[config.mk]
export PLATFORM = sky130hd
export DESIGN_NAME = mic_sequencer
export DESIGN_NICKNAME = d
export VERILOG_FILES = /design/src/rtl/mic_pkg.sv /design/src/rtl/mic_next_addr.sv /design/src/rtl/mic_sequencer.sv
export SDC_FILE = /design/constraint.sdc
export NUM_CORES = 1
export LEC_CHECK = 0
export CAP_MARGIN = 20
export CORE_MARGIN = 4
export CORE_UTILIZATION = 37
export CTS_BUF_LIST = sky130_fd_sc_hd__clkbuf_16
export CTS_CLUSTER_DIAMETER = 150
export CTS_CLUSTER_SIZE = 12
export DETAILED_ROUTE_END_ITERATION = 16
export PLACE_DENSITY = 0.77
export SLEW_MARGIN = 20
export SYNTH_ARGS = -nofsm -noshare
export SYNTH_HDL_FRONTEND = slang
export SYNTH_SLANG_ARGS = --single-unit
[constraint.sdc]
create_clock -name clock -period 1.3 [get_ports clock]
set_clock_uncertainty 0.15 [all_clocks]
set_input_delay 0.26 -clock clock [delete_from_list [all_inputs] [get_ports clock]]
set_output_delay 0.26 -clock clock [all_outputs]
set_load 0.03 [all_outputs]
[src/rtl/mic_pkg.sv]
// Shared definitions for the microprogram sequencer: microinstruction layout,
// FSM states, C-bus destination codes and memory request bits.
package mic_pkg;

    localparam int unsigned UINSTR_W  = 31;
    localparam int unsigned ADDR_W    = 9;
    localparam int unsigned MBR_W     = 8;

    localparam int unsigned NEXT_LSB  = 22;
    localparam int unsigned NEXT_W    = 9;
    localparam int unsigned JAM_LSB   = 19;
    localparam int unsigned JAM_W     = 3;
    localparam int unsigned ALU_LSB   = 11;
    localparam int unsigned ALU_W     = 8;
    localparam int unsigned CCODE_LSB = 7;
    localparam int unsigned CCODE_W   = 4;
    localparam int unsigned MEM_LSB   = 4;
    localparam int unsigned MEM_W     = 3;
    localparam int unsigned BCODE_LSB = 0;
    localparam int unsigned BCODE_W   = 4;

    // Bit indices inside the jam and mem fields
    localparam int unsigned JAM_JMPC  = 2;
    localparam int unsigned JAM_JAMN  = 1;
    localparam int unsigned JAM_JAMZ  = 0;
    localparam int unsigned MEM_WRITE = 2;
    localparam int unsigned MEM_READ  = 1;
    localparam int unsigned MEM_FETCH = 0;

    localparam logic [CCODE_W-1:0] C_MAR  = 4'd0;
    localparam logic [CCODE_W-1:0] C_MDR  = 4'd1;
    localparam logic [CCODE_W-1:0] C_PC   = 4'd2;
    localparam logic [CCODE_W-1:0] C_SP   = 4'd3;
    localparam logic [CCODE_W-1:0] C_LV   = 4'd4;
    localparam logic [CCODE_W-1:0] C_CPP  = 4'd5;
    localparam logic [CCODE_W-1:0] C_TOS  = 4'd6;
    localparam logic [CCODE_W-1:0] C_OPC  = 4'd7;
    localparam logic [CCODE_W-1:0] C_H    = 4'd8;
    localparam logic [CCODE_W-1:0] C_NONE = 4'd15;

    typedef enum logic [1:0] {
        FETCH    = 2'd0,
        EXEC     = 2'd1,
        MEM_WAIT = 2'd2,
        HALTED   = 2'd3
    } state_t;

    typedef struct packed {
        logic [NEXT_W-1:0]  next_addr;
        logic [JAM_W-1:0]   jam;
        logic [ALU_W-1:0]   alu;
        logic [CCODE_W-1:0] ccode;
        logic [MEM_W-1:0]   mem;
        logic [BCODE_W-1:0] bcode;
    } uinstr_t;

    function automatic uinstr_t decode_uinstr(input logic [UINSTR_W-1:0] w);
        uinstr_t u;
        u.next_addr = w[NEXT_LSB  +: NEXT_W];
        u.jam       = w[JAM_LSB   +: JAM_W];
        u.alu       = w[ALU_LSB   +: ALU_W];
        u.ccode     = w[CCODE_LSB +: CCODE_W];
        u.mem       = w[MEM_LSB   +: MEM_W];
        u.bcode     = w[BCODE_LSB +: BCODE_W];
        return u;
    endfunction

endpackage

[src/rtl/mic_next_addr.sv]
// Next-MPC formation: OR-merge of the next-address field with MBR and the
// conditional N/Z jam bits. No arithmetic, so no carry between bit 7 and bit 8.
module mic_next_addr
    import mic_pkg::*;
(
    input  logic [NEXT_W-1:0] next_addr,
    input  logic [JAM_W-1:0]  jam,
    input  logic              n_flag,
    input  logic              z_flag,
    input  logic [MBR_W-1:0]  mbr,
    output logic [ADDR_W-1:0] next_mpc
);

    always_comb begin
        next_mpc[MBR_W-1:0] = next_addr[MBR_W-1:0] | (jam[JAM_JMPC] ? mbr : MBR_W'(0));
        next_mpc[MBR_W]     = next_addr[MBR_W]
                            | (jam[JAM_JAMN] & n_flag)
                            | (jam[JAM_JAMZ] & z_flag);
    end

endmodule

[src/rtl/mic_sequencer.sv]
// Microprogram sequencer: reads microinstructions from an external control store,
// drives one cycle of datapath controls and memory pulses, then forms the next MPC.
module mic_sequencer
    import mic_pkg::*;
(
    input  logic                clock,
    input  logic                reset_n,
    output logic [ADDR_W-1:0]   cs_addr,
    input  logic [UINSTR_W-1:0] cs_data,
    input  logic                n_flag,
    input  logic                z_flag,
    input  logic [MBR_W-1:0]    mbr,
    input  logic                mem_ready,
    input  logic                halt,
    output logic [CCODE_W-1:0]  controlC,
    output logic [BCODE_W-1:0]  controlB,
    output logic [ALU_W-1:0]    alu_ctrl,
    output logic                mem_rd,
    output logic                mem_wr,
    output logic                mem_fetch,
    output logic                busy,
    output logic                halted
);

    state_t              state_q, state_d;
    logic [ADDR_W-1:0]   mpc_q, mpc_d;
    logic [NEXT_W-1:0]   ir_next_q, ir_next_d;
    logic [JAM_W-1:0]    ir_jam_q, ir_jam_d;
    logic [ADDR_W-1:0]   next_mpc;
    logic [CCODE_W-1:0]  controlc_d;
    logic [BCODE_W-1:0]  controlb_d;
    logic [ALU_W-1:0]    alu_ctrl_d;
    logic                mem_rd_d, mem_wr_d, mem_fetch_d;
    logic                busy_d, halted_d;
    logic                mem_req;
    uinstr_t             uin;

    assign uin     = decode_uinstr(cs_data);
    assign cs_addr = mpc_q;
    // Pulses are only ever high in EXEC, so they double as "this uinstr touches memory"
    assign mem_req = mem_rd | mem_wr | mem_fetch;

    mic_next_addr u_next_addr (
        .next_addr (ir_next_q),
        .jam       (ir_jam_q),
        .n_flag    (n_flag),
        .z_flag    (z_flag),
        .mbr       (mbr),
        .next_mpc  (next_mpc)
    );

    always_comb begin
        state_d     = state_q;
        mpc_d       = mpc_q;
        ir_next_d   = ir_next_q;
        ir_jam_d    = ir_jam_q;
        controlc_d  = C_NONE;
        controlb_d  = '0;
        alu_ctrl_d  = '0;
        mem_rd_d    = 1'b0;
        mem_wr_d    = 1'b0;
        mem_fetch_d = 1'b0;
        busy_d      = 1'b0;
        halted_d    = 1'b0;

        case (state_q)
            FETCH: begin
                state_d   = EXEC;
                ir_next_d = uin.next_addr;
                ir_jam_d  = uin.jam;
            end
            EXEC: begin
                mpc_d = next_mpc;
                if (mem_req)   state_d = MEM_WAIT;
                else if (halt) state_d = HALTED;
                else           state_d = FETCH;
            end
            MEM_WAIT: begin
                if (mem_ready) state_d = halt ? HALTED : FETCH;
            end
            HALTED: begin
                if (!halt) state_d = FETCH;
            end
            default: state_d = FETCH;
        endcase

        // Outputs are registered, so they are derived from the state being entered
        if (state_d == EXEC) begin
            controlc_d  = uin.ccode;
            controlb_d  = uin.bcode;
            alu_ctrl_d  = uin.alu;
            mem_wr_d    = uin.mem[MEM_WRITE];
            mem_rd_d    = uin.mem[MEM_READ];
            mem_fetch_d = uin.mem[MEM_FETCH];
        end
        busy_d   = (state_d == MEM_WAIT);
        halted_d = (state_d == HALTED);
    end

    always_ff @(posedge clock or negedge reset_n) begin
        if (!reset_n) begin
            state_q   <= FETCH;
            mpc_q     <= '0;
            ir_next_q <= '0;
            ir_jam_q  <= '0;
            controlC  <= C_NONE;
            controlB  <= '0;
            alu_ctrl  <= '0;
            mem_rd    <= 1'b0;
            mem_wr    <= 1'b0;
            mem_fetch <= 1'b0;
            busy      <= 1'b0;
            halted    <= 1'b0;
        end else begin
            state_q   <= state_d;
            mpc_q     <= mpc_d;
            ir_next_q <= ir_next_d;
            ir_jam_q  <= ir_jam_d;
            controlC  <= controlc_d;
            controlB  <= controlb_d;
            alu_ctrl  <= alu_ctrl_d;
            mem_rd    <= mem_rd_d;
            mem_wr    <= mem_wr_d;
            mem_fetch <= mem_fetch_d;
            busy      <= busy_d;
            halted    <= halted_d;
        end
    end

endmodule

# Word-level counts from Yosys, hierarchy flattened
# Index checks and enable logic that the tools add are counted.
# W data, S select, Z words.
[totals]
regBits = 44
input_bits = 45
output_inout_bits = 30
word_cells = 38
[op_classes]
n_eq_ne = 6
muxes = 12
n_bitwise = 7
n_reduce_logical = 1
[ops]
columns = ["op", "count"]
rows = [
  ["$mux W8", 2],
  ["$eq A2 B2 Y1 const B", 4],
  ["$mux W2", 4],
  ["$mux W4", 2],
  ["$or A8 B8 Y8", 1],
  ["$pmux W2 S4", 1],
  ["$eq A2 B1 Y1 const B", 2],
  ["$or A1 B1 Y1", 4],
  ["$mux W1", 3],
  ["$and A1 B1 Y1", 2],
  ["$logic_not A2 Y1", 1],
]

# Depth between registers and ports, before layout
[logic_depth]
word_depth = 6
ltp_mapped = 5
depth_no_buf = 3

# By module
# A second synthesis with hierarchy kept.
[unflattened]
hier_cells = 111
hier_area_um2 = 1649.1
[by_module_without_submodules]
columns = ["mod", "instances", "cells_each", "area_per_inst_um2"]
rows = [
  ["mic_sequencer", 1, 101, 1574.0],
  ["mic_next_addr", 1, 10, 75.1],
]

# Worst setup path before layout
# OpenSTA, ideal clock, no wires.
[synth_path]
path_type = "register -> register"
start = "register state_q[0]"
end = "register ir_next_q[1]"
setup_ns = 0.125
arrival_ns = 1.106
path_slack_ns = -0.081
path_stages_with_launch = 5
path_buffers = 2
path_cell_list = "dfrtp_1 buf_4 nor2_8 buf_6 mux2_4"
[synth_via]
elab_chain_len = 1
[synth_rtl]
columns = ["element", "line_no", "text"]
rows = [
  ["start: declaration", "mic_sequencer.sv:25", "state_t state_q, state_d;"],
  ["start signal: assignment", "mic_sequencer.sv:115", "state_q <= state_d;"],
  ["$logic_not A2 Y1", "mic_sequencer.sv:66", "case (state_q)"],
  ["end signal: assignment", "mic_sequencer.sv:117", "ir_next_q <= ir_next_d;"],
  ["end: declaration", "mic_sequencer.sv:27", "logic [NEXT_W-1:0] ir_next_q, ir_next_d;"],
]
# No other way between the ends.
# A chain may end at the register's enable or synchronous reset.

# Worst setup path in the final report
[layout_path]
start = "register state_q[1]"
end = "register ir_next_q[4]"
# The elaborated chain is that of the path after synthesis.

==> results_dict.tcl <==
set metrics [dict create \
    start_util_pct 38.0 \
    place_congestion 0.678 \
    synth_top_family_by_area "simple AND/OR/NAND/NOR gates" \
    clock_latency_ns 0.28 \
    clk_pin_slew_ns 0.06 \
    min_period_over_period_pct 103 \
    synth_cells 125 \
    hold_class "reg -> reg" \
    crit_path_end_kind "flop" \
    rsz0062_at_grt "yes" \
    register_area_sq_mm 0.00111 \
    p_total_mw 6.67 \
    grt_use_total_pct 14.0 \
    drtIter0Drc 27 \
    synth_top_area_share_pct 60.4 \
    drc_errors 0 \
    cts_root_buf "clkbuf_16" \
    setup_viol 11 \
    p_per_area_mw_per_mm2 2470 \
    ant_nets 0 \
    dr.pass1.iters 5 \
    synth-seq-cells 44 \
    worst_slack_ns -0.0373 \
    path_class "reg -> reg" \
    drt-vias-per-instance 4.58 \
    finalCriticalPeriod_ns 1.34 \
    cts_inserted_buffers 5 \
    fin_area_sq_mm 0.00270 \
    grt_pass1_wl_um 5890 \
    drive_gt1_share_pct 34.4 \
    area_delta_synth_final_pct 62.8 \
    startpoint_type "flop" \
    avgRoutedWirePerCell_um 14.0 \
    multiInputGateArea_sq_um 567 \
    antenna_found_initial 0 \
    grt_max_degree 45 \
    cts.sinks 44 \
    critical_path_required_ns 1.31 \
    cts_buffer_depth 2 \
    drv_slew 0 \
    crit_path_max_fanout 5 \
    antenna_cells 0 \
    die_x_um 74.9 \
    synth.avg_cell_area_sq_um 13.3 \
    first_global_vias 1273 \
    finalCoreUtilization_pct 61.9 \
    arrival_ns 1.35 \
    synth_top_area_cell "dfrtp_1" \
    nets 256 \
    num_vias 1209 \
    synth_compound_area_share_pct 8.31 \
    ctsHtreeMaxLevel 2 \
    failed_checks "setup timing" \
    setup-tns-final_ns -0.269 \
    seq_area_frac_synth_pct 66.8 \
    outcome "finished with violations" \
    wl_um 3690 \
    ir_worst_vdd_mv 1.06 \
    synthAdderAreaFrac_pct 0 \
    synth_mux_area_share_pct 9.06 \
    gr-total-overflow 0 \
    io_pins 75 \
    fill_cells 348 \
    drv_cap 0 \
    tightest_slew_ns 0.291 \
    synth_xor_area_share_pct 0 \
    fmax_ghz 0.748 \
    port_buffers 74 \
    core_sq_mm 0.00435 \
    yosys-top-cells-area "dfrtp_1 60%, dfstp_2 6.3%, and2_1 5.7%" \
    finalHoldViolCount 0 \
    die-area_sq_mm 0.00561 \
    netlist_area_sq_mm 0.00166 \
    slew_headroom_pct 80.6 \
    p_leak_nw 1.25 \
    ys_types 23 \
    die-height_um 74.9 \
    core.rowCount 24 \
    synth-simple-area-share_pct 12.6 \
    hpwl_um 2650 \
    placed_area_sq_mm 0.00240 \
    cts_tree "built" \
    syn-num-nets 170 \
    ys_warn_count 0 \
]
cells in the final DEF, fill, tap and decap left out:
master           netlist  layout
mux2_4                 4      12
dfrtp_1               40      38
buf_4                  3      31
clkinv_1               0       1
buf_2                  0       1
o21ai_1                2       3
a211oi_2               0       1
buf_12                 0       1
a21oi_1               11      10
a22oi_1                1       1
nor3_1                 1       1
buf_6                  2       8
dfrtp_2                0       2
or3_1                  4       4
nor2b_1                1       1
nor2_4                 0       2
bufinv_16              0       1
nor3b_2                0       1
dlygate4sd3_1          0       1
nand2b_4               0       1
a21boi_0               1       1
clkdlybuf4s50_1        0      43
clkbuf_16              0       5
clkinv_4               0       1
dfstp_2                4       4
and2_1                15      15
o21ai_0               10       9
nand2_1               10      10
a21oi_2                0       1
nor2_1                 2       1
nor2_8                 1       1
where the power goes:
group / internal [mW] / switching, mW
clock: 0.902 / 0.482
sequential: 1.96 / 0.398
combinational: 1.47 / 1.46
total: 4.32 / 2.34
cells by family after synthesis:
kind of cell | after synthesis
DFF | 44
and+or+nand+nor | 36
muxes | 12
AOI/OAI and AO/OA | 26
buffers and inverters | 7
critical path, cell delays in order (launching register included):
cell,delay [ns]
dfrtp_2,0.48
nor2_4,0.15
buf_6,0.14
mux2_4,0.29
final cells by class:
type,instances,area share [%]
tap,52,2.41
clock inverter,3,1.58
clock buffer,5,4.64
multi-input combinational,75,21.0
sequential,44,41.1
timing repair buffer,85,29.2
synthesized netlist by cell type:
cell	count
or3_1	4
dfrtp_1	40
nor2_1	2
a211oi_1	1
buf_6	2
nor2b_1	1
nor3_1	1
nand2_1	10
o21ai_1	2
nand2b_1	1
nor2_8	1
clkbuf_2	1
a22oi_1	1
nor3b_1	1
o21ai_0	10
a21boi_0	1
mux2_4	4
mux2_2	8
and2_1	15
buf_1	1
dfstp_2	4
a21oi_1	11
buf_4	3
stage by stage:
| stage | std cells | hold slack, ns | setup slack (ns) |
|---|---|---|---|
| 5_1_grt | 264 | 0.371 | -0.0635 |
| 2_1_floorplan | 125 | -0.186 | -0.0613 |
| 6_report | 264 | 0.333 | -0.0373 |
| 4_1_cts | 264 | 0.337 | -0.0439 |
| 3_5_place_dp | 252 | 0.109 | -0.0888 |
| 3_3_place_gp | 252 | 0.0995 | -0.0592 |
flip-flops by register name, indices dropped and copies added (netlist names), 2 cells and up:
name       cells
cs_addr        9
state_q        2
controlB       4
ir_jam_q       3
ir_next_q      9
alu_ctrl       8
controlC       4
repair_timing:
action / in CTS / in global routing
gates resized for setup: 17 / 8
setup buffers: 2 / 0
hold endpoints to repair: 40 / 0
cloned: 1 / 0
pin swaps: 2 / 2
hold buffers: 1 / 0
setup endpoints to repair: 29 / 30
path summary, 6_finish.rpt:
path	depth (start not counted)	startpoint	slack (ns)	endpoint
setup / recovery	3	state_q[1]	-0.04	ir_next_q[4]
hold / removal	2	cs_addr[4]	0.33	cs_addr[4]
setup reg to reg	3	state_q[1]	-0.04	ir_next_q[4]
hold reg to reg	2	cs_addr[4]	0.33	cs_addr[4]
max in group asynchronous	3	reset_n	0.39	controlC[0]
min in group asynchronous	3	reset_n	0.35	ir_next_q[6]
per-layer routing:
layer,share of wire (%),GRT usage (%),vias up,wire length [um]
li1,-,-,595,-
met1,39,16.8,569,1440
met2,54,24.3,41,1980
met3,6.2,3.74,4,227
met4,1.2,4.74,0,45
met5,0,0,-,0
Note: power is estimated with default switching activity, not from simulation.
